File: src/rtl/hazard_pkg.sv
// hazard_pkg: shared types and constants for the pipeline hazard controller.
//   hz_state_t  - controller FSM state (IDLE, STALL)
//   ZERO_REG    - architectural zero register index ($zero)
//   DEF_REG_AW  - default register-address width
package hazard_pkg;

    typedef enum logic {
        IDLE  = 1'b0,
        STALL = 1'b1
    } hz_state_t;

    localparam int ZERO_REG   = 0;
    localparam int DEF_REG_AW = 5;

endpackage

File: src/rtl/hazard_cmp.sv
// hazard_cmp: combinational load-use hazard detector.
// Flags a hazard when the EX-stage load writes a register that the ID-stage
// instruction reads (rs always, rt only when id_uses_rt).
// Ports:
//   id_rs, id_rt  - source register indices of the ID instruction
//   id_uses_rt    - ID instruction reads rt
//   ex_rt         - destination register of the EX instruction
//   ex_memread    - EX instruction is a load
//   hz            - load-use hazard present
// Parameters:
//   REG_AW        - register-address width
//   ZERO_SKIP     - 1: a load into the zero register never hazards
module hazard_cmp
    import hazard_pkg::*;
#(
    parameter int REG_AW    = DEF_REG_AW,
    parameter int ZERO_SKIP = 1
) (
    input  logic [REG_AW-1:0] id_rs,
    input  logic [REG_AW-1:0] id_rt,
    input  logic              id_uses_rt,
    input  logic [REG_AW-1:0] ex_rt,
    input  logic              ex_memread,
    output logic              hz
);

    localparam logic [REG_AW-1:0] ZERO = REG_AW'(ZERO_REG);

    logic skip;
    logic match_rs;
    logic match_rt;

    assign skip     = (ZERO_SKIP != 0) && (ex_rt == ZERO);
    assign match_rs = (ex_rt == id_rs);
    assign match_rt = id_uses_rt && (ex_rt == id_rt);
    assign hz       = ex_memread && !skip && (match_rs || match_rt);

endmodule

File: src/rtl/hazard_ctrl.sv
// hazard_ctrl: pipeline hazard controller for the pipelined MIPS core.
// Inserts LOAD_LAT bubble cycles per load-use hazard, freezes the front end
// while data memory is busy and, with HAZARD_BRANCH_FLUSH_EN defined,
// flushes IF/ID on a taken branch (otherwise branch_taken is ignored and
// ifid_flush is tied low).
//
// Ports:
//   clk, rst_n     - clock, synchronous active-low reset
//   id_rs, id_rt   - ID-stage source registers; id_uses_rt qualifies rt
//   ex_rt          - EX-stage destination; ex_memread marks a load
//   mem_stall      - data memory busy, freeze everything
//   branch_taken   - taken branch resolved in EX
//   pc_write, ifid_write, idex_write - pipeline write enables
//   ctrl_idex_mux  - 1 pass ID control, 0 insert bubble
//   ifid_flush     - clear IF/ID to NOP
//   stall_busy     - FSM in STALL
//   stall_cycles   - saturating count of load-use bubble cycles
//
// state | meaning
// ------+---------------------------------------------------------------
// IDLE  | normal flow; a hazard here produces the first bubble
// STALL | remaining bubbles; cnt holds bubbles still to go incl. this one
module hazard_ctrl
    import hazard_pkg::*;
#(
    parameter int REG_AW    = DEF_REG_AW,
    parameter int LOAD_LAT  = 1,
    parameter int ZERO_SKIP = 1,
    parameter int CNT_W     = 16
) (
    input  logic              clk,
    input  logic              rst_n,
    input  logic [REG_AW-1:0] id_rs,
    input  logic [REG_AW-1:0] id_rt,
    input  logic              id_uses_rt,
    input  logic [REG_AW-1:0] ex_rt,
    input  logic              ex_memread,
    input  logic              mem_stall,
    input  logic              branch_taken,
    output logic              pc_write,
    output logic              ifid_write,
    output logic              idex_write,
    output logic              ctrl_idex_mux,
    output logic              ifid_flush,
    output logic              stall_busy,
    output logic [CNT_W-1:0]  stall_cycles
);

    localparam int              CW       = $clog2(LOAD_LAT + 1);
    localparam logic [CW-1:0]   CNT_INIT = CW'(LOAD_LAT - 1);
    localparam logic [CW-1:0]   CNT_ONE  = CW'(1);

    hz_state_t          state, state_nxt;
    logic [CW-1:0]      cnt, cnt_nxt;
    logic [CNT_W-1:0]   stall_cycles_nxt;
    logic               hz;
    logic               bubble;

`ifndef HAZARD_BRANCH_FLUSH_EN
    logic unused_branch_taken;
    assign unused_branch_taken = branch_taken;
`endif

    hazard_cmp #(
        .REG_AW    (REG_AW),
        .ZERO_SKIP (ZERO_SKIP)
    ) u_cmp (
        .id_rs      (id_rs),
        .id_rt      (id_rt),
        .id_uses_rt (id_uses_rt),
        .ex_rt      (ex_rt),
        .ex_memread (ex_memread),
        .hz         (hz)
    );

    always_ff @(posedge clk) begin
        if (!rst_n) begin
            state        <= IDLE;
            cnt          <= '0;
            stall_cycles <= '0;
        end else begin
            state        <= state_nxt;
            cnt          <= cnt_nxt;
            stall_cycles <= stall_cycles_nxt;
        end
    end

    always_comb begin
        pc_write      = 1'b1;
        ifid_write    = 1'b1;
        idex_write    = 1'b1;
        ctrl_idex_mux = 1'b1;
        ifid_flush    = 1'b0;
        state_nxt     = state;
        cnt_nxt       = cnt;
        bubble        = 1'b0;

        if (!rst_n) begin
            pc_write      = 1'b0;
            ifid_write    = 1'b0;
            idex_write    = 1'b0;
            ctrl_idex_mux = 1'b0;
        end else if (mem_stall) begin
            // Full freeze: control passes through so the held ID/EX entry
            // is not corrupted; FSM and statistics hold.
            pc_write   = 1'b0;
            ifid_write = 1'b0;
            idex_write = 1'b0;
`ifdef HAZARD_BRANCH_FLUSH_EN
        end else if (branch_taken) begin
            // Younger instructions are discarded, so any pending stall is moot.
            ifid_flush    = 1'b1;
            ctrl_idex_mux = 1'b0;
            state_nxt     = IDLE;
            cnt_nxt       = '0;
`endif
        end else if (state == STALL) begin
            bubble = 1'b1;
            if (cnt == CNT_ONE) begin
                state_nxt = IDLE;
                cnt_nxt   = '0;
            end else begin
                cnt_nxt = cnt - CNT_ONE;
            end
        end else if (hz) begin
            bubble = 1'b1;
            if (LOAD_LAT > 1) begin
                state_nxt = STALL;
                cnt_nxt   = CNT_INIT;
            end
        end

        if (bubble) begin
            pc_write      = 1'b0;
            ifid_write    = 1'b0;
            ctrl_idex_mux = 1'b0;
        end

        stall_cycles_nxt = stall_cycles;
        if (bubble && (stall_cycles != '1))
            stall_cycles_nxt = stall_cycles + CNT_W'(1);
    end

    assign stall_busy = (state == STALL);

endmodule

File: config.mk
export PLATFORM = sky130hd
export DESIGN_NAME = hazard_ctrl
export DESIGN_NICKNAME = d
export VERILOG_FILES = /design/src/rtl/hazard_pkg.sv /design/src/rtl/hazard_cmp.sv /design/src/rtl/hazard_ctrl.sv
export SDC_FILE = /design/constraint.sdc
export NUM_CORES = 1
export LEC_CHECK = 0
export BUFFER_PORTS_ARGS = -buffer_cell sky130_fd_sc_hd__buf_2
export CORE_MARGIN = 2
export CORE_UTILIZATION = 43
export CTS_BUF_LIST = sky130_fd_sc_hd__clkbuf_16
export DETAILED_ROUTE_END_ITERATION = 16
export PLACE_DENSITY = 0.83
export SYNTH_ARGS = -nofsm -noshare
export SYNTH_HDL_FRONTEND = slang
export SYNTH_HIERARCHICAL = 1
export SYNTH_SLANG_ARGS = --single-unit
File: constraint.sdc
create_clock -name clk -period 1.9 [get_ports clk]
set_input_delay 0.095 -clock clk [delete_from_list [all_inputs] [get_ports clk]]
set_output_delay 0.095 -clock clk [all_outputs]
set_load 0.02 [all_outputs]
==> results of run 1 <==
layout make-up:
class / instances / area share
multi-input cells: 104 / 0.4766
flip-flops and latches: 18 / 0.2366
repair buffers: 50 / 0.1956
clock buffers: 3 / 0.04930
well taps: 30 / 0.02465
inverters: 6 / 0.01479
clock inverters: 1 / 0.002465
Yosys cell counts, types with 2 or more instances:
library cell               instances  area share
sky130_fd_sc_hd__dfxtp_1          18        0.33
sky130_fd_sc_hd__nand2_1          13       0.045
sky130_fd_sc_hd__nand3_1           9       0.041
sky130_fd_sc_hd__nand4_1           8       0.046
sky130_fd_sc_hd__a21oi_1           7       0.032
sky130_fd_sc_hd__nor2_1            7       0.024
sky130_fd_sc_hd__xor2_1            7       0.056
sky130_fd_sc_hd__inv_1             5       0.017
sky130_fd_sc_hd__and4_1            4       0.032
sky130_fd_sc_hd__mux2i_1           4       0.037
sky130_fd_sc_hd__o31ai_1           4       0.028
sky130_fd_sc_hd__or4_1             4       0.028
sky130_fd_sc_hd__xnor2_1           4       0.032
sky130_fd_sc_hd__a211oi_1          3       0.021
sky130_fd_sc_hd__nand2b_1          3       0.017
sky130_fd_sc_hd__nor4_1            3       0.017
sky130_fd_sc_hd__o21ai_0           3       0.014
sky130_fd_sc_hd__o41ai_1           3       0.024
sky130_fd_sc_hd__buf_4             2       0.014
sky130_fd_sc_hd__nor3_1            2      0.0092
sky130_fd_sc_hd__nor4_2            2       0.023
sky130_fd_sc_hd__o311a_1           2       0.018
sky130_fd_sc_hd__o311ai_0          2       0.016
layer usage:
metal | vias up | part of all wire
li1 | 597 | -
met1 | 580 | 0.42
met2 | 54 | 0.48
met3 | 8 | 0.079
met4 | 0 | 0.017
met5 | - | 0
where the power goes:
part           switching (mW)  total (mW)  internal [mW]
combinational          0.0531      0.0991         0.0460
sequential           0.000456       0.379          0.378
clock                   0.141       0.421          0.280
total                   0.195       0.899          0.704
stage by stage:
stage / cell area [um2] / power [mW] / hold WS, ns / worst slack, ns
after floorplan: 1086 / 0.4306 / 0.2386 / -0.07024
after global placement: 1375 / 0.4698 / 0.3720 / -0.1881
after detailed placement: 1375 / 0.4725 / 0.3816 / -0.2388
after CTS: 1470 / 0.9005 / 0.1198 / 0.01208
after global routing: 1523 / 0.9321 / 0.1422 / -0.1043
final: 1523 / 0.8987 / 0.1213 / 0.01216
state kept, by name, indices dropped and copies added, names as in the netlist:
register	cells
cnt	1
stall_cycles	16
stall_busy	1
worst max-delay path, stage by stage:
cell                      delay [ns]
sky130_fd_sc_hd__buf_2          0.11
sky130_fd_sc_hd__buf_4          0.13
sky130_fd_sc_hd__or4_1          0.55
sky130_fd_sc_hd__o21ai_2        0.15
sky130_fd_sc_hd__a21oi_2        0.05
sky130_fd_sc_hd__or2_4          0.25
sky130_fd_sc_hd__buf_4          0.14
sky130_fd_sc_hd__a21oi_1        0.14
sky130_fd_sc_hd__buf_4          0.16
placed cells by master (no fill, tap or decap), types with 4 or more instances in the layout:
| master | synthesis | routed |
|---|---|---|
| sky130_fd_sc_hd__a21oi_1 | 7 | 6 |
| sky130_fd_sc_hd__and4_1 | 4 | 4 |
| sky130_fd_sc_hd__buf_2 | 1 | 34 |
| sky130_fd_sc_hd__buf_4 | 2 | 14 |
| sky130_fd_sc_hd__dfxtp_1 | 18 | 18 |
| sky130_fd_sc_hd__inv_1 | 5 | 5 |
| sky130_fd_sc_hd__mux2i_1 | 4 | 4 |
| sky130_fd_sc_hd__nand2_1 | 13 | 13 |
| sky130_fd_sc_hd__nand3_1 | 9 | 8 |
| sky130_fd_sc_hd__nand4_1 | 8 | 8 |
| sky130_fd_sc_hd__nor2_1 | 7 | 6 |
| sky130_fd_sc_hd__xnor2_1 | 4 | 4 |
| sky130_fd_sc_hd__xor2_1 | 7 | 5 |
what timing repair did:
action,4_1_cts,5_1_grt
gates resized for setup,6,11
hold buffers,0,0
pin swaps,1,10
setup buffers,0,0
setup endpoints to repair,3,7
path summary, 6_finish.rpt:
path	to	startpoint	depth (start not counted)	slack, ns
max	ctrl_idex_mux	ex_rt[1]	9	0.01
min	stall_busy$_SDFFE_PN0N_	mem_stall	3	0.12
max reg2reg	stall_cycles[9]$_SDFFE_PN0P_	stall_cycles[4]$_SDFFE_PN0P_	4	0.02
min reg2reg	stall_busy$_SDFFE_PN0N_	cnt$_SDFFE_PN0P_	1	0.45
cells by family (layout without fill, tap and decap cells):
logic type / Yosys count / count (layout) / synth area share
XOR/XNOR: 11 / 11 / 0.08871
multiplexers: 4 / 4 / 0.03687
AND/OR/NAND/NOR: 61 / 61 / 0.3203
AO/OA/AOI/OAI: 26 / 26 / 0.1647
adder cells (fa/ha/maj): 1 / 1 / 0.01152
buffers and inverters: 10 / 60 / 0.04261
other: 1 / 1 / 0.003453
flip-flops: 18 / 18 / 0.3318
==> implementation parameters, run 1 <==
Parameter                              Value

Final layout
  Area taken by multi-input logic gates ... 725.7 um2
  Core Util, Final ... 0.6260
  Ratio of cells with drive above 1 in the final layout ... 0.3571
  Reg area ... 360.3 um2
  Final layout net count ... 205
  Number of standard cells in the layout, taps in and fillers out ... 212
  Layout overhead on the synthesized area ... 40.21%
  Antenna diode count ... 0
  Fill cells ... 216

GRT
  M2 GR Usage ... 0.3635
  Met3 track demand over resource in global routing ... 0.03825
  Total routing usage reported by global routing ... 0.2109
  Number of global-route vias before repair ... 1098
  Peak-usage layer in the global routing report ... met2
  Final global-route overflow total ... 0
  Antenna violations before repair ... 0
  First-pass GRT wire length ... 4.498 mm
  Met1 track utilization from global routing ... 0.2513
  Maximum number of pins on one net before global-route repair ... 15

Clock network
  CTS tree ... done
  Insertion delay to the later sink of the worst-skew pair ... 0.25 ns
  H-tree depth reported by CTS ... 1
  Clock input transition at the sequential cells of the worst setup and hold paths ... 0.05 ns
  Number of clock sinks ... 18
  Number of buffers created by CTS ... 3
  Number of buffers on the longest clock path ... 2
  Clock root buffer ... sky130_fd_sc_hd__clkbuf_16

Floorplanning
  Total Die Area ... 2944 um2
  Die H ... 54.26 um
  Width of the die ... 54.26 um
  Boundary Pins ... 43
  Effective utilization at floorplan ... 0.4465
  Count of standard-cell rows ... 18
  Core box area ... 2432 um2

Drt
  Total number of vias ... 1239
  Pre-Repair DR Iteration Count ... 4
  Final Routed Wirelength ... 3.033 mm
  Number of nets still failing antenna checks after routing ... 0
  DRT iter0 DRCs ... 37
  Number of DRC violations after detailed routing ... 0
  Vias/cell ... 5.844
  Mean routed wirelength per cell ... 14.31 um

Placed design
  Routability Congestion ... 0.9207
  IO Port Bufs ... 40
  Total instance count after detailed placement ... 208
  Post-DP HPWL ... 2.247 mm

Yosys
  Share of flip-flops with an asynchronous set or reset after synthesis ... 0
  Number of synthesized flops with an enable pin ... 0
  Count of distinct cell types in the synthesized netlist ... 36
  Synthesized net count ... 154
  Yosys warning total ... 6
  Post-synthesis cell area ... 1086 um2
  Synth Instances ... 132
  Total of flip-flops plus latches after synthesis ... 18
  Part of the Yosys area used for sequential elements ... 0.3318
  Main flop type after synthesis ... sky130_fd_sc_hd__dfxtp_1
  Mean instance size in the synthesized netlist ... 8.228 um2

Timing
  Unrepaired setup endpoints after global routing ... yes
  Slew Limit Fails ... 0
  Fin. Hold Viols ... 0
  Worst clock skew ... 0.001962 ns
  Clock period minus final worst setup slack ... 1.888 ns
  Count of final setup violators ... 0
  Top achievable clock speed ... 529.7 MHz
  Share of the cycle needed by the critical path after routing ... 0.9936
  Setup TNS ... 0 ns

Worst setup path
  Element type at the critical path start ... input pin
  Critical Setup Path Class ... in2out
  Worst Setup End Kind ... output pin
  Endpoint arrival time on the critical path ... 1.79 ns
  CP max FO ... 4
  Required time of the critical path ... 1.80 ns

Run status
  Result of the run ... completed

Pwr
  Leakage power total ... 0.6000 nW
  Power density of the placed cells ... 590.2 nW/um2
  Max rail drop VDD ... 435.0 uV

Worst hold path
  Class of the most critical hold timing path ... in2reg

Flow run
  Number of max-cap violations ... 0
Power figures use the tool's default switching activity.
==> run 2, diff against run 1 <==
--- a/config.mk
+++ b/config.mk
@@ -6,11 +6,13 @@
 export NUM_CORES = 1
 export LEC_CHECK = 0
 export BUFFER_PORTS_ARGS = -buffer_cell sky130_fd_sc_hd__buf_2
+export CELL_PAD_IN_SITES_DETAIL_PLACEMENT = 1
+export CELL_PAD_IN_SITES_GLOBAL_PLACEMENT = 2
 export CORE_MARGIN = 2
-export CORE_UTILIZATION = 43
+export CORE_UTILIZATION = 23
 export CTS_BUF_LIST = sky130_fd_sc_hd__clkbuf_16
 export DETAILED_ROUTE_END_ITERATION = 16
-export PLACE_DENSITY = 0.83
+export PLACE_DENSITY = 0.81
 export SYNTH_ARGS = -nofsm -noshare
 export SYNTH_HDL_FRONTEND = slang
 export SYNTH_HIERARCHICAL = 1
==> implementation parameters, run 2 (synthesis results as in run 1) <==
Parameter                              Value

Timing
  Worst clock skew ... 0.002185 ns (+0.0002222 ns)
  Clock period minus final worst setup slack ... 1.860 ns (-0.02743 ns)
  Unrepaired setup endpoints after global routing ... yes
  Count of final setup violators ... 0 (unchanged)
  Slew Limit Fails ... 0 (unchanged)
  Share of the cycle needed by the critical path after routing ... 0.9792 (-0.01443)
  Top achievable clock speed ... 537.5 MHz (+1.5%)
  Fin. Hold Viols ... 0 (unchanged)

Worst setup path
  Endpoint arrival time on the critical path ... 2.05 ns (+0.26 ns)
  Critical Setup Path Class ... reg2reg
  Worst Setup End Kind ... flip-flop
  CP max FO ... 8 (+4)
  Element type at the critical path start ... flip-flop
  Required time of the critical path ... 2.09 ns (+0.29 ns)

Floorplanning
  Boundary Pins ... 43 (unchanged)
  Width of the die ... 72.72 um (+34%)
  Total Die Area ... 5287 um2 (+80%)
  Count of standard-cell rows ... 24 (+6)
  Effective utilization at floorplan ... 0.2444 (-0.2021)
  Core box area ... 4444 um2 (+83%)
  Die H ... 72.72 um (+34%)

GRT
  Total routing usage reported by global routing ... 0.1503 (-0.06062)
  Final global-route overflow total ... 0 (unchanged)
  Maximum number of pins on one net before global-route repair ... 15 (unchanged)
  Antenna violations before repair ... 0 (unchanged)
  Number of global-route vias before repair ... 1281 (+17%)
  First-pass GRT wire length ... 6.175 mm (+37%)

Drt
  Total number of vias ... 1229 (-0.81%)
  Number of DRC violations after detailed routing ... 0 (unchanged)
  Pre-Repair DR Iteration Count ... 4 (unchanged)
  Number of nets still failing antenna checks after routing ... 0 (unchanged)
  Mean routed wirelength per cell ... 16.44 um (+15%)
  Vias/cell ... 5.208 (-11%)
  Final Routed Wirelength ... 3.879 mm (+28%)
  DRT iter0 DRCs ... 77 (+110%)

Pwr
  Leakage power total ... 0.6181 nW (+3.0%)
  Max rail drop VDD ... 296.1 uV (-32%)
  Power density of the placed cells ... 574.7 nW/um2 (-2.6%)

Clock network
  CTS tree ... done
  Number of clock sinks ... 18 (unchanged)
  Insertion delay to the later sink of the worst-skew pair ... 0.26 ns (about the same)
  H-tree depth reported by CTS ... 1 (unchanged)
  Number of buffers created by CTS ... 3 (unchanged)
  Clock root buffer ... sky130_fd_sc_hd__clkbuf_16
  Setup Fix Bufs, Post-CTS ... 0 (unchanged)
  Number of buffers on the longest clock path ... 2 (unchanged)
  Clock input transition at the sequential cells of the worst setup and hold paths ... 0.05 ns (about the same)

Worst hold path
  Class of the most critical hold timing path ... in2reg

Final layout
  Ratio of cells with drive above 1 in the final layout ... 0.3967 (+0.03960)
  Final layout net count ... 207 (+0.98%)
  Post-route cell area ... 1594 um2 (+4.7%)
  Fill cells ... 553 (+160%)
  Register with the highest flop count ... stall_cycles
  Antenna diode count ... 0 (unchanged)
  Flip-flop count of the largest register, all copies and words added ... 16 (unchanged)
  Most common cell after layout, fill and taps aside ... sky130_fd_sc_hd__buf_2
  Number of standard cells in the layout, taps in and fillers out ... 236 (+11%)
  Highest-count cells in the layout ignoring fill and taps ... sky130_fd_sc_hd__buf_2 (37), sky130_fd_sc_hd__dfxtp_1 (18), sky130_fd_sc_hd__nand2_1 (13), sky130_fd_sc_hd__buf_4 (13)
  Layout overhead on the synthesized area ... 46.77%

Placed design
  IO Port Bufs ... 40 (unchanged)
  Total instance count after detailed placement ... 232 (+12%)
  Post-DP HPWL ... 2.914 mm (+30%)
  Cell area reported after detailed placement ... 1418 um2 (+3.1%)
  Routability Congestion ... 0.8117 (-12%)

Flow run
  Number of max-cap violations ... 0 (unchanged)

Run status
  Result of the run ... completed
-- run 2: final cells by class --
class | instances | area [um2] | share of cell area
multi-input cells | 104 | 762.0 | 0.4780
flip-flops and latches | 18 | 360.3 | 0.2261
repair buffers | 52 | 305.3 | 0.1915
clock buffers | 3 | 75.07 | 0.04710
well taps | 52 | 65.06 | 0.04082
inverters | 6 | 22.52 | 0.01413
clock inverters | 1 | 3.754 | 0.002355
-- run 2: worst paths after layout --
check                                     from                            to  slack [ns]  cells after the start
setup / recovery  stall_cycles[3]$_SDFFE_PN0P_  stall_cycles[9]$_SDFFE_PN0P_        0.04                      4
hold reg to reg               cnt$_SDFFE_PN0P_       stall_busy$_SDFFE_PN0N_        0.45                      1
setup reg to reg  stall_cycles[3]$_SDFFE_PN0P_  stall_cycles[9]$_SDFFE_PN0P_        0.04                      4
hold / removal                       mem_stall       stall_busy$_SDFFE_PN0N_        0.15                      3
-- run 2: what timing repair did --
item                                    in CTS  in global routing
endpoints found under the setup margin       5                  8
hold buffers                                 0                  0
pin swaps                                    1                 12
resized for setup                            5                 18
-- run 2: metrics by stage --
step | power (mW) | setup WS, ns | hold WS, ns | util | setup TNS [ns]
after global placement | 0.4718 | -0.1797 | 0.3935 | 0.3190 | -1.073
final | 0.9160 | 0.03959 | 0.1483 | 0.3587 | 0
after floorplan | 0.4306 | -0.07024 | 0.2386 | - | -0.07024
after global routing | 0.9526 | -0.02373 | 0.1803 | 0.3587 | -0.1097
after CTS | 0.9199 | 0.008253 | 0.1272 | 0.3412 | 0
after detailed placement | 0.4739 | -0.2902 | 0.3998 | 0.3190 | -1.915
-- run 2: metal layers --
metal / GRT usage / wire length [um] / up-vias
li1: - / - / 601
met5: 0 / 0 / -
met4: 0.08436 / 143 / 0
met2: 0.2606 / 1975 / 31
met1: 0.1709 / 1615 / 586
met3: 0.03039 / 144 / 11
-- run 2: worst max-delay path: stages (launching register included) --
cell                      delay [ns]
sky130_fd_sc_hd__dfxtp_1        0.44
sky130_fd_sc_hd__nand4_1        0.18
sky130_fd_sc_hd__or4_4          0.59
sky130_fd_sc_hd__or4_4          0.44
sky130_fd_sc_hd__a21oi_2        0.14
-- run 2: power by group --
group / internal [mW] / switching (mW)
combinational: 0.0433 / 0.0540
sequential: 0.378 / 0.000481
clock: 0.281 / 0.160
